$ cat config.mk
export PLATFORM = sky130hd
export DESIGN_NAME = video_timing_rx
export DESIGN_NICKNAME = d
export VERILOG_FILES = /design/src/rtl/edge_detection_pkg.sv /design/src/rtl/sync_edge_detect.sv /design/src/rtl/video_timing_rx.sv
export SDC_FILE = /design/constraint.sdc
export NUM_CORES = 1
export LEC_CHECK = 0
export ABC_AREA = 1
export CAP_MARGIN = 10
export CORE_MARGIN = 4
export CORE_UTILIZATION = 40
export CTS_CLUSTER_DIAMETER = 60
export DETAILED_ROUTE_END_ITERATION = 7
export SKIP_CTS_REPAIR_TIMING = 1
export SLEW_MARGIN = 20
export SYNTH_ARGS = -nofsm -noshare
export SYNTH_HDL_FRONTEND = slang
export SYNTH_SLANG_ARGS = --single-unit
$ cat constraint.sdc
create_clock -name I_PCLK -period 5.8 [get_ports I_PCLK]
set_clock_uncertainty 0.2 [all_clocks]
set_input_delay 1.16 -clock I_PCLK [delete_from_list [all_inputs] [get_ports I_PCLK]]
set_output_delay 1.16 -clock I_PCLK [all_outputs]
set_load 0.02 [all_outputs]
$ cat src/rtl/edge_detection_pkg.sv
// rtl/edge_detection_pkg.sv - VGA 640x480 timing constants, rx lock states and coordinate widths
package edge_detection_pkg;

    localparam int HACT   = 640;
    localparam int HTOTAL = 800;
    localparam int VACT   = 480;

    localparam int COL_W  = $clog2(HACT);
    localparam int ROW_W  = $clog2(VACT);
    localparam int CNT_W  = 12;

    typedef enum logic [1:0] {
        ST_SEARCH  = 2'd0,
        ST_MEASURE = 2'd1,
        ST_LOCKED  = 2'd2
    } rx_state_e;

endpackage

$ cat src/rtl/sync_edge_detect.sv
// rtl/sync_edge_detect.sv - two-stage capture of one timing signal, normalised to active-high, with rise/fall pulses
module sync_edge_detect #(
    parameter logic POL = 1'b1
) (
    input  logic clk_i,
    input  logic rst_i,
    input  logic raw_i,
    output logic cur_o,
    output logic prev_o,
    output logic rise_o,
    output logic fall_o
);

    logic s1_q;
    logic s2_q;

    // Stage 1 holds the normalised level, stage 2 the previous stage-1 value
    always_ff @(posedge clk_i or posedge rst_i) begin
        if (rst_i) begin
            s1_q <= 1'b0;
            s2_q <= 1'b0;
        end else begin
            s1_q <= (raw_i == POL);
            s2_q <= s1_q;
        end
    end

    assign cur_o  = s1_q;
    assign prev_o = s2_q;
    assign rise_o = s1_q & ~s2_q;
    assign fall_o = ~s1_q & s2_q;

endmodule

$ cat src/rtl/video_timing_rx.sv
// rtl/video_timing_rx.sv - VGA timing receiver with coordinates, strobes and geometry lock; optional error counter: VIDEO_TIMING_RX_ERR_CNT_EN
module video_timing_rx
    import edge_detection_pkg::*;
#(
    parameter int   VGA_HACT    = HACT,
    parameter int   VGA_HTOTAL  = HTOTAL,
    parameter int   VGA_VACT    = VACT,
    parameter logic SYNC_POL    = 1'b0,
    parameter int   LOCK_FRAMES = 2
) (
    input  logic                        I_PCLK,
    input  logic                        I_RST,
    input  logic [23:0]                 I_PIX_DATA,
    input  logic                        I_HSYNC,
    input  logic                        I_VSYNC,
    input  logic                        I_DE,
    output logic [23:0]                 O_PIX_DATA,
    output logic                        O_DE,
    output logic [$clog2(VGA_HACT)-1:0] O_COL,
    output logic [$clog2(VGA_VACT)-1:0] O_ROW,
    output logic                        O_SOF,
    output logic                        O_EOL,
    output logic                        O_LOCKED,
    output logic                        O_ERR,
    output logic [15:0]                 O_ERR_CNT
);

    localparam int CW = $clog2(VGA_HACT);
    localparam int RW = $clog2(VGA_VACT);

    localparam logic [CNT_W-1:0] HACT_C   = CNT_W'(VGA_HACT);
    localparam logic [CNT_W-1:0] HTOTAL_C = CNT_W'(VGA_HTOTAL);
    localparam logic [CNT_W-1:0] VACT_C   = CNT_W'(VGA_VACT);
    localparam logic [CW-1:0]    LAST_COL = CW'(VGA_HACT - 1);
    localparam logic [3:0]       LOCK_C   = 4'(LOCK_FRAMES);

    logic hs_cur, hs_prev, hs_rise, hs_fall;
    logic vs_cur, vs_prev, vs_rise, vs_fall;
    logic de_cur, de_prev, de_rise, de_fall;

    sync_edge_detect #(.POL(SYNC_POL)) u_hs (
        .clk_i (I_PCLK), .rst_i (I_RST), .raw_i (I_HSYNC),
        .cur_o (hs_cur), .prev_o (hs_prev), .rise_o (hs_rise), .fall_o (hs_fall)
    );

    sync_edge_detect #(.POL(SYNC_POL)) u_vs (
        .clk_i (I_PCLK), .rst_i (I_RST), .raw_i (I_VSYNC),
        .cur_o (vs_cur), .prev_o (vs_prev), .rise_o (vs_rise), .fall_o (vs_fall)
    );

    sync_edge_detect #(.POL(1'b1)) u_de (
        .clk_i (I_PCLK), .rst_i (I_RST), .raw_i (I_DE),
        .cur_o (de_cur), .prev_o (de_prev), .rise_o (de_rise), .fall_o (de_fall)
    );

    // Only the rising edges of the syncs carry timing information here
    logic unused_edges;
    assign unused_edges = ^{hs_cur, hs_prev, hs_fall, vs_cur, vs_prev, vs_fall};

    logic [23:0]      pix_s1_q, pix_s2_q;
    logic [CW-1:0]    col_q, col_d;
    logic [RW-1:0]    row_q, row_d;
    logic [CNT_W-1:0] run_q, run_d;
    logic [CNT_W-1:0] line_q, line_d, line_total;
    logic [CNT_W-1:0] hcnt_q, hcnt_d;
    logic             hs_seen_q;
    logic             sof_q, sof_d;
    logic             eol_q, eol_d;
    logic             err_q, err_now;
    logic             frame_err_q, frame_err_d;
    logic [3:0]       good_q, good_d;
    rx_state_e        state_q, state_d;

    logic chk_en, err_run, err_line, err_frame;

    // Pixel pipeline, two stages so it lines up with the delayed DE
    always_ff @(posedge I_PCLK or posedge I_RST) begin
        if (I_RST) begin
            pix_s1_q <= '0;
            pix_s2_q <= '0;
        end else begin
            pix_s1_q <= I_PIX_DATA;
            pix_s2_q <= pix_s1_q;
        end
    end

    // Coordinate, run-length, line-count and line-period counters
    always_comb begin
        col_d = col_q;
        if (de_rise)                   col_d = '0;
        else if (de_cur && col_q != '1) col_d = col_q + CW'(1);

        row_d = row_q;
        if (vs_rise)                    row_d = '0;
        else if (de_fall && row_q != '1) row_d = row_q + RW'(1);

        run_d = run_q;
        if (de_rise)                    run_d = CNT_W'(1);
        else if (de_cur && run_q != '1) run_d = run_q + CNT_W'(1);

        // A line ending on the same cycle as vsync belongs to the frame being closed
        line_total = (de_fall && line_q != '1) ? line_q + CNT_W'(1) : line_q;
        line_d     = vs_rise ? '0 : line_total;

        hcnt_d = hcnt_q;
        if (hs_rise)            hcnt_d = '0;
        else if (hcnt_q != '1)  hcnt_d = hcnt_q + CNT_W'(1);

        chk_en    = (state_q != ST_SEARCH);
        err_run   = de_fall && (run_q != HACT_C);
        err_line  = hs_rise && hs_seen_q && ((hcnt_q + CNT_W'(1)) != HTOTAL_C);
        err_frame = vs_rise && (line_total != VACT_C);
        err_now   = chk_en && (err_run || err_line || err_frame);

        sof_d = chk_en && de_rise && (row_d == '0);
        eol_d = de_cur && (col_d == LAST_COL);
    end

    // Lock state machine: clean frames accumulate, any violation restarts the count
    always_comb begin
        state_d     = state_q;
        good_d      = good_q;
        frame_err_d = vs_rise ? 1'b0 : (frame_err_q | err_now);
        case (state_q)
            ST_SEARCH: begin
                if (vs_rise) begin
                    state_d = ST_MEASURE;
                    good_d  = '0;
                end
            end
            ST_MEASURE: begin
                if (vs_rise) begin
                    if (!frame_err_q && !err_now) begin
                        good_d = good_q + 4'd1;
                        if (good_q + 4'd1 == LOCK_C) state_d = ST_LOCKED;
                    end else begin
                        good_d = '0;
                    end
                end else if (err_now) begin
                    good_d = '0;
                end
            end
            ST_LOCKED: begin
                if (err_now) begin
                    state_d = ST_MEASURE;
                    good_d  = '0;
                end
            end
            default: begin
                state_d = ST_SEARCH;
                good_d  = '0;
            end
        endcase
    end

    // Counter, strobe and state registers
    always_ff @(posedge I_PCLK or posedge I_RST) begin
        if (I_RST) begin
            col_q       <= '0;
            row_q       <= '0;
            run_q       <= '0;
            line_q      <= '0;
            hcnt_q      <= '0;
            hs_seen_q   <= 1'b0;
            sof_q       <= 1'b0;
            eol_q       <= 1'b0;
            err_q       <= 1'b0;
            frame_err_q <= 1'b0;
            good_q      <= '0;
            state_q     <= ST_SEARCH;
        end else begin
            col_q       <= col_d;
            row_q       <= row_d;
            run_q       <= run_d;
            line_q      <= line_d;
            hcnt_q      <= hcnt_d;
            hs_seen_q   <= hs_seen_q | hs_rise;
            sof_q       <= sof_d;
            eol_q       <= eol_d;
            err_q       <= err_now;
            frame_err_q <= frame_err_d;
            good_q      <= good_d;
            state_q     <= state_d;
        end
    end

`ifdef VIDEO_TIMING_RX_ERR_CNT_EN
    logic [15:0] err_cnt_q;

    // Saturating tally of error pulses, cleared only by reset
    always_ff @(posedge I_PCLK or posedge I_RST) begin
        if (I_RST) begin
            err_cnt_q <= '0;
        end else if (err_q && err_cnt_q != 16'hFFFF) begin
            err_cnt_q <= err_cnt_q + 16'd1;
        end
    end

    assign O_ERR_CNT = err_cnt_q;
`else
    assign O_ERR_CNT = 16'd0;
`endif

    assign O_PIX_DATA = pix_s2_q;
    assign O_DE       = de_prev;
    assign O_COL      = col_q;
    assign O_ROW      = row_q;
    assign O_SOF      = sof_q;
    assign O_EOL      = eol_q;
    assign O_ERR      = err_q;
    assign O_LOCKED   = (state_q == ST_LOCKED);

endmodule

==> PnR_summary.wiki <==
{| class="wikitable"
! Metric !! Value
|-
| Status || finished, final reports clean
|-
| Final #Nets || 753
|-
| All-layer global routing usage || 14.9%
|-
| Critical path cell sequence || inv_1, ha_1, clkdlybuf4s50_1
|-
| Worst EP required || 4.44 ns
|-
| Part of the Yosys area used for sequential elements || 55.0%
|-
| FILL cells || 1214
|-
| Via count of the first global-routing pass || 4178
|-
| Residual overflow from global routing || 0
|-
| Detailed-route vias per instance || 4.69
|-
| DRC violation count after routing || 0
|-
| Number of buffers inserted during clock tree synthesis || 17
|-
| Core utilization of the finished layout || 52.7%
|-
| TritonCTS clock tree || done
|-
| Crit Path Category || reg -> out
|-
| Floorplan die area || 15600 sq um
|-
| Area Growth Syn to Fin || 28.4%
|-
| Root cell of the clock tree || sky130_fd_sc_hd__clkbuf_16
|-
| Type of element capturing the critical path || output pin
|-
| Initial antenna violation count || 0
|-
| Vias || 4224
|-
| Remaining antenna violation count after routing || 0
|-
| DR WL/cell || 12.3 microns
|-
| Initial DRT Pass Iterations || 4
|-
| Die Ht || 125 microns
|-
| Largest net degree at the start of global routing || 81
|-
| Static leakage || 0.00329 uW
|-
| RSZ-0062 raised after global routing || false
|-
| Floorplan die width || 125 microns
|-
| Depth of the CTS H-tree || 4
|-
| Post-synthesis area per instance || 8.79 sq um
|-
| Layout cells sized above 1 || 9.10%
|-
| DP Wirelength || 7920 microns
|-
| Number of instances in the synthesized netlist || 621
|-
| Post-synthesis cell type count || 42
|-
| Cell row count || 42
|-
| Setup violators final || 0
|-
| Worst-margin pin slew || 0.950 ns
|-
| Clock transition time at the flip-flop clock pins of the worst setup and hold paths || 0.05 ns
|-
| Commonest register cell after synthesis || sky130_fd_sc_hd__dfrtp_1
|-
| Floorplan core area || 13300 sq um
|-
| Psw || 585 uW
|-
| Cell at the slowest stage of the critical path || sky130_fd_sc_hd__clkdlybuf4s50_1
|-
| Stage delay of the slowest cell on the critical path || 0.69 ns
|-
| Maximum net fanout on the critical path || 8
|-
| Global-route wire length before repair || 19100 microns
|-
| Part of the power in combinational logic || 12.4%
|-
| Launching element type of the critical path || register
|-
| Hold Path Class || reg -> reg
|-
| Final weighted congestion in routability-driven placement || 0.848
|-
| Buffers on Ports || 76
|-
| #FFs+latches synth || 120
|-
| Sw Ratio || 24.8%
|-
| Remaining max-slew budget at the tightest pin || 36.7%
|-
| Number of design-rule violations left by the first detailed-router iteration || 245
|-
| Fin. Hold Viols || 0
|-
| Fmax || 0.306 GHz
|-
| Effective utilization at floorplan || 41.1%
|-
| Cell area after synthesis || 5460 sq um
|-
| Max-cap violations || 0
|-
| Share of async-settable or async-resettable flops after synthesis || 100%
|-
| Share of total power in the clock network || 48.2%
|-
| Clock buffer depth || 2
|-
| Total wire length || 11100 microns
|-
| Power Dens Cells || 336 nW/um^2
|-
| Min Clock Period, post-route || 3.26 ns
|-
| Post-route setup TNS || 0 ns
|-
| Syn. warnings || 0
|-
| Data arrival time of the critical path || 1.90 ns
|-
| Later-pin clock latency in the skew report || 0.41 ns
|-
| Final Slew Violations || 0
|-
| Antenna diode count || 0
|-
| Ports || 93
|-
| Number of enable flip-flop cells after synthesis || 0
|-
| Internal Power || 1770 uW
|-
| Fraction of power consumed by sequential logic || 39.4%
|-
| Worst IR Drop VDD || 236 uV
|-
| Clock sink count || 120
|-
| Post-route fraction of the period consumed by the critical path || 56.3%
|}
layout by cell type, fill, tap and decap left out, types with 6 or more instances in the layout:
cell type,instances
sky130_fd_sc_hd__nand2_1,143
sky130_fd_sc_hd__dfrtp_1,120
sky130_fd_sc_hd__inv_1,80
sky130_fd_sc_hd__clkdlybuf4s50_1,76
sky130_fd_sc_hd__nor2_1,73
sky130_fd_sc_hd__nand3_1,34
sky130_fd_sc_hd__a21oi_1,25
sky130_fd_sc_hd__nor3_1,21
sky130_fd_sc_hd__o21ai_0,18
sky130_fd_sc_hd__clkbuf_16,17
sky130_fd_sc_hd__conb_1,16
sky130_fd_sc_hd__ha_1,12
sky130_fd_sc_hd__xor2_1,11
sky130_fd_sc_hd__nor2_2,6
sky130_fd_sc_hd__nand4_1,6
metal layers:
layer  track usage, %  vias up  part of all wire, %
li1                 -     2112                    -
met1             18.5     2016                   45
met2             23.0       86                   47
met3             5.32       10                  6.5
met4             7.59        0                  1.2
met5                0        -                    0
Yosys cell counts, types with 6 or more instances:
master / n / share of area [%]
sky130_fd_sc_hd__nand4_1: 6 / 0.69
sky130_fd_sc_hd__nand3_1: 34 / 3.1
sky130_fd_sc_hd__nor2_1: 73 / 5.0
sky130_fd_sc_hd__nor3_1: 21 / 1.9
sky130_fd_sc_hd__inv_1: 81 / 5.6
sky130_fd_sc_hd__xor2_1: 11 / 1.8
sky130_fd_sc_hd__o21ai_0: 18 / 1.6
sky130_fd_sc_hd__buf_4: 16 / 2.2
sky130_fd_sc_hd__nor2_2: 6 / 0.69
sky130_fd_sc_hd__dfrtp_1: 120 / 55
sky130_fd_sc_hd__a21oi_1: 25 / 2.3
sky130_fd_sc_hd__nand2_1: 143 / 9.8
sky130_fd_sc_hd__ha_1: 12 / 2.7
critical path: cells and delay by family (launching register included):
family / cells / cell delay, ns
adder cells (fa/ha/maj): 1 / 0.33
buffers and inverters: 2 / 0.78
flip-flops: 1 / 0.39
cell type report:
type	count	area, sq um	area share (%)
repair buffers	79	783	11.2
clock buffers	20	447	6.37
inverters	88	340	4.85
clock inverters	12	198	2.82
multi-input cells	406	2020	28.8
well taps	176	220	3.14
flip-flops and latches	120	3000	42.8
cell families after synthesis:
kind of cell	after synthesis	share of synthesized area [%]
compound gates	57	5.96
xor+xnor	12	1.92
fa+ha+maj	12	2.75
buf+inv	110	9.07
flops	120	55.0
other cells	1	0.0687
simple gates	309	25.2
path summary, 6_finish.rpt:
path	start	endpoint	slack (ns)	cells after the start
setup reg to reg	O_ROW[0]$_DFF_PP0_	O_SOF$_DFF_PP0_	3.04	17
max in group asynchronous	I_RST	run_q[10]$_DFFE_PP0P_	3.22	3
hold reg to reg	pix_s1_q[7]$_DFF_PP0_	O_PIX_DATA[7]$_DFF_PP0_	0.14	0
min in group asynchronous	I_RST	pix_s1_q[15]$_DFF_PP0_	1.12	2
hold / removal	pix_s1_q[7]$_DFF_PP0_	O_PIX_DATA[7]$_DFF_PP0_	0.14	0
setup / recovery	state_q[0]$_DFFE_PP0P_	O_LOCKED	2.54	3
sequential cells by signal, summed over array words and instances, names as in the netlist, 2 cells and up:
signal,cells
hcnt_q,12
pix_s1_q,24
line_q,12
O_PIX_DATA,24
run_q,12
O_ROW,9
good_q,4
state_q,2
O_COL,10
power groups by stage:
stage | Clock, uW | Sequential, uW | Combinational (uW)
after global placement | 0 | 942 | 287
after CTS | 1160 | 930 | 297
after detailed placement | 0 | 943 | 296
after global routing | 1200 | 935 | 332
after floorplan | 0 | 959 | 176
final | 1140 | 929 | 293
through the flow:
step                      power, uW  instance area, sq um  hold slack, ns  worst slack, ns  std cells
final                          2360                  7010           0.144             2.54        901
after global routing           2470                  7010           0.151             2.44        901
after floorplan                1130                  5520           0.131             1.25        636
after detailed placement       1240                  6370           0.135             2.65        869
after global placement         1230                  6370           0.132             2.69        869
after CTS                      2390                  7010           0.145             2.51        901
Note: power is estimated with default switching activity, not from simulation.
